<file path="config.mk">
export PLATFORM = sky130hd
export DESIGN_NAME = mult_share_ctrl_flat
export DESIGN_NICKNAME = d
export VERILOG_FILES = /design/src/rtl/mult_share_ctrl_pkg.sv /design/src/rtl/mult_share_ctrl_if.sv /design/src/rtl/mult_share_ctrl_mult.sv /design/src/rtl/mult_share_ctrl_rr_arbiter.sv /design/src/rtl/mult_share_ctrl.sv /design/src/flat_wrapper.sv
export SDC_FILE = /design/constraint.sdc
export NUM_CORES = 1
export LEC_CHECK = 0
export ABC_AREA = 1
export BUFFER_PORTS_ARGS = -buffer_cell sky130_fd_sc_hd__buf_4
export CAP_MARGIN = 20
export CORE_UTILIZATION = 50
export CTS_CLUSTER_SIZE = 25
export DETAILED_ROUTE_END_ITERATION = 7
export GPL_TIMING_DRIVEN = 1
export PLACE_DENSITY_LB_ADDON = 0.25
export SYNTH_ARGS = -nofsm -noshare
export SYNTH_HDL_FRONTEND = slang
export SYNTH_SLANG_ARGS = --single-unit
</file>
<file path="constraint.sdc">
create_clock -name clk -period 4 [get_ports clk]
set_input_delay 0.4 -clock clk [delete_from_list [all_inputs] [get_ports clk]]
set_output_delay 0.4 -clock clk [all_outputs]
set_load 0.02 [all_outputs]
</file>
<file path="src/rtl/mult_share_ctrl_pkg.sv">
// Shared types and widths for the time-shared 4x4 multiplier controller.
package mult_share_pkg;

    localparam int OP_W  = 4;
    localparam int RES_W = 8;

    // 2'b11 is unused; the FSM treats it as a fault and falls back to IDLE.
    typedef enum logic [1:0] {
        IDLE = 2'b00,
        CALC = 2'b01,
        RESP = 2'b10
    } state_t;

endpackage

</file>
<file path="src/rtl/mult_share_ctrl_if.sv">
// Requester/consumer bus of the shared multiplier: per-requester request lanes plus one response lane.
interface mult_share_ctrl_if #(
    parameter int N_REQ = 4
);
    import mult_share_pkg::*;

    localparam int ID_W = $clog2(N_REQ);

    logic [N_REQ-1:0]      req_valid;
    logic [N_REQ-1:0]      req_ready;
    logic [N_REQ*OP_W-1:0] req_a;
    logic [N_REQ*OP_W-1:0] req_b;
    logic                  rsp_valid;
    logic                  rsp_ready;
    logic [RES_W-1:0]      rsp_c;
    logic [ID_W-1:0]       rsp_id;

    modport master (
        output req_valid, req_a, req_b, rsp_ready,
        input  req_ready, rsp_valid, rsp_c, rsp_id
    );

    modport slave (
        input  req_valid, req_a, req_b, rsp_ready,
        output req_ready, rsp_valid, rsp_c, rsp_id
    );

endinterface

</file>
<file path="src/rtl/mult_share_ctrl_mult.sv">
// Unsigned full-width multiplier datapath shared by all requesters.
module multiplier #(
    parameter int A_W = 4,
    parameter int B_W = 4
) (
    input  logic [A_W-1:0]     a,
    input  logic [B_W-1:0]     b,
    output logic [A_W+B_W-1:0] p
);

    assign p = {{B_W{1'b0}}, a} * {{A_W{1'b0}}, b};

endmodule

</file>
<file path="src/rtl/mult_share_ctrl_rr_arbiter.sv">
// Combinational round-robin pick: first valid bit at or above ptr, wrapping past N-1.
module rr_arbiter #(
    parameter int N    = 4,
    parameter int ID_W = $clog2(N)
) (
    input  logic [N-1:0]    valid,
    input  logic [ID_W-1:0] ptr,
    output logic [N-1:0]    grant,
    output logic [ID_W-1:0] idx,
    output logic            any
);

    // cand_idx[k] is the requester examined k-th, i.e. (ptr + k) mod N.
    logic [ID_W-1:0] cand_idx [N];

    for (genvar gi = 0; gi < N; gi++) begin : g_cand
        logic [ID_W:0] sum;
        assign sum          = {1'b0, ptr} + (ID_W+1)'(gi);
        assign cand_idx[gi] = (sum >= (ID_W+1)'(N)) ? ID_W'(sum - (ID_W+1)'(N)) : sum[ID_W-1:0];
    end

    always_comb begin
        idx = '0;
        any = 1'b0;
        // Walk from farthest to nearest so the nearest valid candidate wins.
        for (int k = N - 1; k >= 0; k--) begin
            if (valid[cand_idx[k]]) begin
                idx = cand_idx[k];
                any = 1'b1;
            end
        end
        grant = any ? (N'(1) << idx) : '0;
    end

endmodule

</file>
<file path="src/rtl/mult_share_ctrl.sv">
// Round-robin time-sharing controller for one 4x4 multiplier: one operation in flight,
// registered operands and result, IDLE -> CALC -> RESP per operation.
module mult_share_ctrl
    import mult_share_pkg::*;
#(
    parameter int N_REQ = 4
) (
    input  logic             clk,
    input  logic             rst_n,
    mult_share_ctrl_if.slave bus
);

    localparam int ID_W = $clog2(N_REQ);

    state_t           state_reg;
    logic [ID_W-1:0]  rr_ptr_reg;
    logic [OP_W-1:0]  a_reg;
    logic [OP_W-1:0]  b_reg;
    logic [ID_W-1:0]  id_reg;
    logic [RES_W-1:0] rsp_c_reg;
    logic [ID_W-1:0]  rsp_id_reg;
    logic             rsp_valid_reg;

    logic [N_REQ-1:0] arb_grant;
    logic [ID_W-1:0]  arb_idx;
    logic             arb_any;
    logic             accept;
    logic [ID_W-1:0]  rr_ptr_next;
    logic [RES_W-1:0] prod;

    logic [OP_W-1:0]  a_lane [N_REQ];
    logic [OP_W-1:0]  b_lane [N_REQ];

    for (genvar gi = 0; gi < N_REQ; gi++) begin : g_lane
        assign a_lane[gi] = bus.req_a[gi*OP_W +: OP_W];
        assign b_lane[gi] = bus.req_b[gi*OP_W +: OP_W];
    end

    rr_arbiter #(
        .N    (N_REQ),
        .ID_W (ID_W)
    ) u_arb (
        .valid (bus.req_valid),
        .ptr   (rr_ptr_reg),
        .grant (arb_grant),
        .idx   (arb_idx),
        .any   (arb_any)
    );

    // The grant is offered combinationally so an accept costs no extra cycle in IDLE.
    assign bus.req_ready = (state_reg == IDLE && arb_any) ? arb_grant : '0;
    assign accept        = |(bus.req_valid & bus.req_ready);
    assign rr_ptr_next   = (arb_idx == ID_W'(N_REQ - 1)) ? '0 : arb_idx + 1'b1;

    multiplier #(
        .A_W (OP_W),
        .B_W (OP_W)
    ) u_mult (
        .a (a_reg),
        .b (b_reg),
        .p (prod)
    );

    always_ff @(posedge clk) begin
        if (!rst_n) begin
            state_reg     <= IDLE;
            rr_ptr_reg    <= '0;
            a_reg         <= '0;
            b_reg         <= '0;
            id_reg        <= '0;
            rsp_c_reg     <= '0;
            rsp_id_reg    <= '0;
            rsp_valid_reg <= 1'b0;
        end else begin
            case (state_reg)
                IDLE: begin
                    if (accept) begin
                        a_reg      <= a_lane[arb_idx];
                        b_reg      <= b_lane[arb_idx];
                        id_reg     <= arb_idx;
                        rr_ptr_reg <= rr_ptr_next;
                        state_reg  <= CALC;
                    end
                end
                CALC: begin
                    rsp_c_reg     <= prod;
                    rsp_id_reg    <= id_reg;
                    rsp_valid_reg <= 1'b1;
                    state_reg     <= RESP;
                end
                RESP: begin
                    // Leaving RESP always passes through IDLE before the next grant.
                    if (bus.rsp_ready) begin
                        rsp_valid_reg <= 1'b0;
                        state_reg     <= IDLE;
                    end
                end
                default: begin
                    rsp_valid_reg <= 1'b0;
                    state_reg     <= IDLE;
                end
            endcase
        end
    end

    assign bus.rsp_valid = rsp_valid_reg;
    assign bus.rsp_c     = rsp_c_reg;
    assign bus.rsp_id    = rsp_id_reg;

endmodule
</file>
<file path="src/flat_wrapper.sv">
// flat-port wrapper written by rule: the top's interface ports become plain ports
module mult_share_ctrl_flat import mult_share_pkg::*;
#(
    parameter int N_REQ = 4
)
  (clk, rst_n, bus_req_valid, bus_req_a, bus_req_b, bus_rsp_ready, bus_req_ready, bus_rsp_valid, bus_rsp_c, bus_rsp_id);
  mult_share_ctrl_if #(.N_REQ(N_REQ)) bus_i ();
  input  logic clk;
  input  logic rst_n;
  input wire logic [$bits(bus_i.req_valid)-1:0] bus_req_valid;
  input wire logic [$bits(bus_i.req_a)-1:0] bus_req_a;
  input wire logic [$bits(bus_i.req_b)-1:0] bus_req_b;
  input wire logic [$bits(bus_i.rsp_ready)-1:0] bus_rsp_ready;
  output wire logic [$bits(bus_i.req_ready)-1:0] bus_req_ready;
  output wire logic [$bits(bus_i.rsp_valid)-1:0] bus_rsp_valid;
  output wire logic [$bits(bus_i.rsp_c)-1:0] bus_rsp_c;
  output wire logic [$bits(bus_i.rsp_id)-1:0] bus_rsp_id;
  assign bus_i.req_valid = bus_req_valid;
  assign bus_i.req_a = bus_req_a;
  assign bus_i.req_b = bus_req_b;
  assign bus_i.rsp_ready = bus_rsp_ready;
  assign bus_req_ready = bus_i.req_ready;
  assign bus_rsp_valid = bus_i.rsp_valid;
  assign bus_rsp_c = bus_i.rsp_c;
  assign bus_rsp_id = bus_i.rsp_id;
  mult_share_ctrl #(.N_REQ(N_REQ)) u_core (.clk(clk), .rst_n(rst_n), .bus(bus_i));
endmodule
</file>
Word level (Yosys, flattened, before mapping)
Index checks and enable logic that the tools add are counted.
Cells by class
  reduce and logical (&&, ||, !) cells: 6
  muxes and demuxes: 34
  add/subtract/negate cells: 8
  $lt $le $gt $ge: 9
  bitwise gates (word level): 3
  eq/ne operators: 5
  shift operators: 1
  multipliers: 1
Operators with widths (number)
  two-way mux 4 bit: 6
  two-way mux 2 bit: 11
  binary-select mux 4 bit (select 2 bit): 2
  >= comparator 3 bit (second input constant): 4
  less-than comparator 2 x 3 -> 1 bit (second input constant): 4
  two-way mux 1 bit: 9
  binary-select mux 1 bit (select 2 bit): 4
  multiplier 4 x 4 -> 8 bit: 1
  subtractor 2 x 1 -> 2 bit (second input constant): 4
  adder 2 x 2 -> 3 bit (second input constant): 2
  one-hot mux 2 bit (3 select lines): 1
  AND reduction 2 bit: 3
  AND 4 bit: 1
  == test 2 bit (second input constant): 2
  OR reduction 4 bit: 1
  left shift 1 x 2 -> 4 bit (first input constant): 1
  adder 2 x 1 -> 3 bit (second input constant): 1
  >= comparator 2 x 3 -> 1 bit (second input constant): 1
  NOT 2 -> 3 bit: 1
  one-hot mux 1 bit (3 select lines): 1
  adder 2 x 1 -> 2 bit (second input constant): 1
  == test 2 x 1 -> 1 bit (second input constant): 1
  zero test 2 bit: 1
  != test 2 x 1 -> 1 bit (second input constant): 1
  3 further kinds: 3
Word-level totals
  output and inout port bits: 15
  logic and storage cells: 75
  register bits after elaboration: 25
  bits of input ports: 39

Logic depth before layout (Yosys ltp)
  word-level depth: 16
  gate-level depth with buffers: 18
  mapped depth without buffers: 18

Modules after synthesis
A second synthesis with hierarchy kept.
Second synthesis, totals
  cells, all modules: 327
  area total of the unflattened synthesis: 2004.4 µm²
Modules (own cells, without submodules)
  mult_share_ctrl: cells each 200, area each 1285.0 µm², instances 1, sequential area each 500.5 µm²
  multiplier: cells each 70, area each 467.9 µm², instances 1, sequential area each 0.0 µm²
  rr_arbiter: cells each 57, area each 251.5 µm², instances 1, sequential area each 0.0 µm²

Least setup slack after synthesis
OpenSTA, ideal clock, no wires.
  path type: reg2reg
  start point: reg u_core.a_reg[0]
  end point: reg u_core.rsp_c_reg[7], in the netlist u_core.bus.rsp_c[7]
  buffers on the path: 0
  setup time: 116 ps
  data required time: 3884 ps
  arrival time: 2523 ps
  stages on the path, launching flop included: 13
  slack: 1362 ps
  period minus slack after synthesis: 2638 ps
  cell sequence: dfxtp_1 nand2_1 fa_1 fa_1 inv_1 ha_1 nand3_1 nand3_1 a21o_1 a21oi_1 xnor2_1 o21ai_0 inv_1
Between the ends
  longest elaborated chain between the ends: 1
Ends and longest elaborated chain
  start: declaration: line mult_share_ctrl.sv:17  | logic [OP_W-1:0] a_reg;
  start signal: assignment: line mult_share_ctrl.sv:78  | a_reg <= a_lane[arb_idx];
  multiplier 4 x 4 -> 8 bit: line mult_share_ctrl_mult.sv:11  | assign p = {{B_W{1'b0}}, a} * {{A_W{1'b0}}, b};
  end signal: assignment: line mult_share_ctrl.sv:86  | rsp_c_reg <= prod;
  end: declaration: line mult_share_ctrl.sv:20  | logic [RES_W-1:0] rsp_c_reg;
No other way between the ends.
A chain may end at the register's enable or synchronous reset.

Final worst setup path
  start point: reg u_core.rr_ptr_reg[0]
  end point: out bus_req_ready[3]
Between the ends
  longest elaborated chain between the ends: 12
  elaborated cells between the ends (all ways): 35
  those cells by class: add/sub (7); order compare (4); shift (1); mux (22); reduce/logical (1)
Ends and longest elaborated chain
  start: declaration: line mult_share_ctrl.sv:16  | logic [ID_W-1:0] rr_ptr_reg;
  start signal: assignment: line mult_share_ctrl.sv:81  | rr_ptr_reg <= rr_ptr_next;
  adder 2 x 2 -> 3 bit: line mult_share_ctrl_rr_arbiter.sv:18  | assign sum = {1'b0, ptr} + (ID_W+1)'(gi);
  >= comparator 3 bit or subtractor 2 x 1 -> 2 bit (tied branches): line mult_share_ctrl_rr_arbiter.sv:19  | assign cand_idx[gi] = (sum >= (ID_W+1)'(N)) ? ID_W'(sum - (ID_W+1)'(N)) : sum[ID_W-1:0];
  two-way mux 2 bit: line mult_share_ctrl_rr_arbiter.sv:19
  binary-select mux 1 bit (select 2 bit): line mult_share_ctrl_rr_arbiter.sv:27  | if (valid[cand_idx[k]]) begin
  two-way mux 1 bit (not written as such): line mult_share_ctrl_rr_arbiter.sv:27
  two-way mux 2 bit (4 in a row): line mult_share_ctrl_rr_arbiter.sv:27
  left shift 1 x 2 -> 4 bit: line mult_share_ctrl_rr_arbiter.sv:32  | grant = any ? (N'(1) << idx) : '0;
  two-way mux 4 bit: line mult_share_ctrl_rr_arbiter.sv:32
  two-way mux 4 bit (*): line mult_share_ctrl.sv:51  | assign bus.req_ready = (state_reg == IDLE && arb_any) ? arb_grant : '0;
  end: declaration: line flat_wrapper.sv:14  | output wire logic [$bits(bus_i.req_ready)-1:0] bus_req_ready;
Every way passes the cells marked *; elsewhere a longest branch is shown, timed or not. The select of a mux whose other input is x is not followed.

==> results.md <==
- Run status: finished, final reports clean
- Final Hold Viols: 0
- Total negative setup slack: 0 ns
- CTS clk-pin slew, worst paths: 0.10 ns
- Class of the worst hold path: input pin to flip-flop
- Vias in the first global route: 1910
- Count of pins over their slew limit: 0
- CP Data Arrival Time: 2.58 ns
- Starting Density: 0.533
- 1st-pass router iterations: 4
- Worst path slowest cell: dfxtp_1
- Final Critical Period: 2.98 ns
- Routed len/inst: 10.2 µm
- Clk sinks: 25
- Async set or reset register ratio after synthesis: 0
- CTS tree: yes
- Post-DRT Antenna Nets: 0
- Synthesized area: 0.00218 mm²
- Clk buf depth: 2
- Setup violations, final: 0
- Area growth from synthesis to final layout: 20.1%
- Syn Nets: 405
- GRT overflow: 0
- DP HPWL: 3610 µm
- Seq/Total Area, Yosys: 0.230
- R2r worst-path depth: 12
- Yosys reg bits: 25
- I/O Pins: 54
- EDFF count, synth: 0
- PortBufs: 53
- Die X: 68.0 µm
- N_diodes: 0
- Die area: 0.00463 mm²
- Largest net degree at the start of global routing: 22
- Post-CTS Setup Bufs: 0
- Total GRT Usage: 0.219
- Syn Area/Cell: 6.25 µm²
- Startpoint type of the worst setup path: flip-flop
- Site row count: 23
- First-pass GRT wire length: 7920 µm
- Fmax: 0.335 GHz
- CP Max Fanout: 21
- Critical-path cell list: inv_2, nand2_2, nand3_2, nand2_1, clkinv_1, nand2_1, nand2_4, nand2_4, ha_1, inv_1, nor2_2, buf_4
- Final clock skew: 0.0121 ns
- CP Capture Type: primary output
- H-tree Lvls: 1
- CTS resizes: 0
- Nets: 452
- Final cell count without fillers: 445
- P per Cell Area: 750 mW/mm²
- Unrepaired setup endpoints after global routing: no
- Hold_buf cts: 0
- Post-placement cell count: 441
- Worst-Margin Slew: 0.788 ns
- Iter 0 DRT Violations: 110
- Peak VDD IR: 0.381 mV
- RR Endpoint: u_core.bus.rsp_c[7]$_SDFFE_PN0P_
- Main flop type after synthesis: dfxtp_1
- CTS buffer count: 3
- Relative slew margins: 0.473
- Core box area: 0.00409 mm²
- Drt via density: 4.83
- Most frequent cells in the layout: 86 x nand2_1, 66 x inv_1, 53 x buf_4, 40 x nor2_1, 31 x nand3_1
- Initial antenna violation count: 0
- Worst skew pair latency: 0.28 ns
- CP Capture Point: bus_req_ready[3]
- MaxCap Viol Count: 0
- Leakage: 1.61 nW
- GPL Wtd Cong: 0.847
- Period utilisation layout: 0.745
- R2R Path Start: u_core.a_reg[0]$_SDFFE_PN0P_
- Root Driver: clkbuf_8
- R2r setup slk: 1.15 ns
- DRC Markers: 0
- Critical Path RT: 3.60 ns
- Max incr delay on CP: 0.68 ns
- Leading cell type in the layout, fill and taps excluded: nand2_1
- Mapped Cells: 349
- Chip height: 68.0 µm
- CP startpoint: u_core.rr_ptr_reg[0]$_SDFFE_PN0P_
- Synth unique cells: 32
- Yosys warnings: 0
- Number of flip-flops in the largest register: 8
- Share of layout cells above drive strength 1: 0.220
- Crit path kind: flip-flop to primary output
- Post-Route WL: 4550 µm
- Vias: 2149
critical path: cells and delay by family, from the launching register on:
kind / cells / cell delay (ns)
adder cells (fa/ha/maj): 1 / 0.19
AND/OR/NAND/NOR: 7 / 0.97
buffers and inverters: 4 / 0.46
flip-flops: 1 / 0.68
where the power goes:
part / switching [W] / leakage, nW / internal, W
logic: 0.000867 / 1.38 / 0.000502
clock network: 0.0000885 / 0.0261 / 0.0000731
registers: 0.0000896 / 0.207 / 0.000342
how the worst min path moves through the flow:
stage                                  start                                end  slack (ns)  cells after the start
6_report                       bus_rsp_ready  u_core.bus.rsp_valid$_SDFFE_PN0P_        0.39                      4
5_1_grt                        bus_rsp_ready   u_core.state_reg[1]$_SDFFE_PN0P_        0.41                      4
3_3_place_gp   u_core.id_reg[0]$_SDFFE_PN0P_      u_core.id_reg[0]$_SDFFE_PN0P_        0.45                      2
3_5_place_dp   u_core.id_reg[0]$_SDFFE_PN0P_      u_core.id_reg[0]$_SDFFE_PN0P_        0.46                      2
2_1_floorplan  u_core.id_reg[0]$_SDFFE_PN0P_      u_core.id_reg[0]$_SDFFE_PN0P_        0.43                      2
4_1_cts                        bus_rsp_ready  u_core.bus.rsp_valid$_SDFFE_PN0P_        0.39                      4
cells in the mapped netlist (all sizes together) (3+ instances only):
library cell / n / area (µm²)
nor2: 43 / 179
fa: 4 / 80.1
clkbuf: 3 / 11.3
buf: 8 / 61.3
dfxtp: 25 / 500
o21ai: 13 / 72.6
nand2: 97 / 407
ha: 13 / 163
nand3: 35 / 203
inv: 75 / 282
a21oi: 6 / 33.8
nand3b: 8 / 60.1
nand4: 10 / 62.6
layout make-up:
type                            count  area (µm²)
Fill cell                         402        1470
Multi-Input combinational cell    236        1320
Sequential cell                    25         500
Timing Repair Buffer               53         398
Inverter                           77         289
Tap cell                           50        62.6
Clock buffer                        3        41.3
Clock inverter                      1        8.76
cells by family (layout without fill, tap and decap cells):
group                    Yosys count  after routing  share of synthesized area
adder cells (fa/ha/maj)           17             17                      0.111
XOR/XNOR                           3              3                     0.0121
buffers and inverters             88            134                      0.166
AO/OA/AOI/OAI                     23             23                     0.0631
AND/OR/NAND/NOR                  193            193                      0.418
flip-flops                        25             25                      0.230
metrics by stage:
stage | cell area, µm² | hold WS [ns] | utilization | setup WS [ns] | total power [W]
global placement | 2570 | 0.447 | 0.628 | 1.20 | 0.00179
floorplan | 2180 | 0.434 | - | 1.36 | 0.00154
finish | 2620 | 0.391 | 0.641 | 1.02 | 0.00196
CTS | 2620 | 0.389 | 0.641 | 1.03 | 0.00197
global route | 2620 | 0.407 | 0.641 | 0.738 | 0.00220
detailed placement | 2570 | 0.456 | 0.628 | 1.15 | 0.00180
layer usage:
| metal | GRT usage | wire, µm |
|---|---|---|
| met5 | 0 | 0 |
| met1 | 0.289 | 2200 |
| met2 | 0.376 | 2110 |
| met3 | 0.0200 | 216 |
| met4 | 0.0625 | 23 |
No activity file was read; power rests on OpenSTA's default activity.
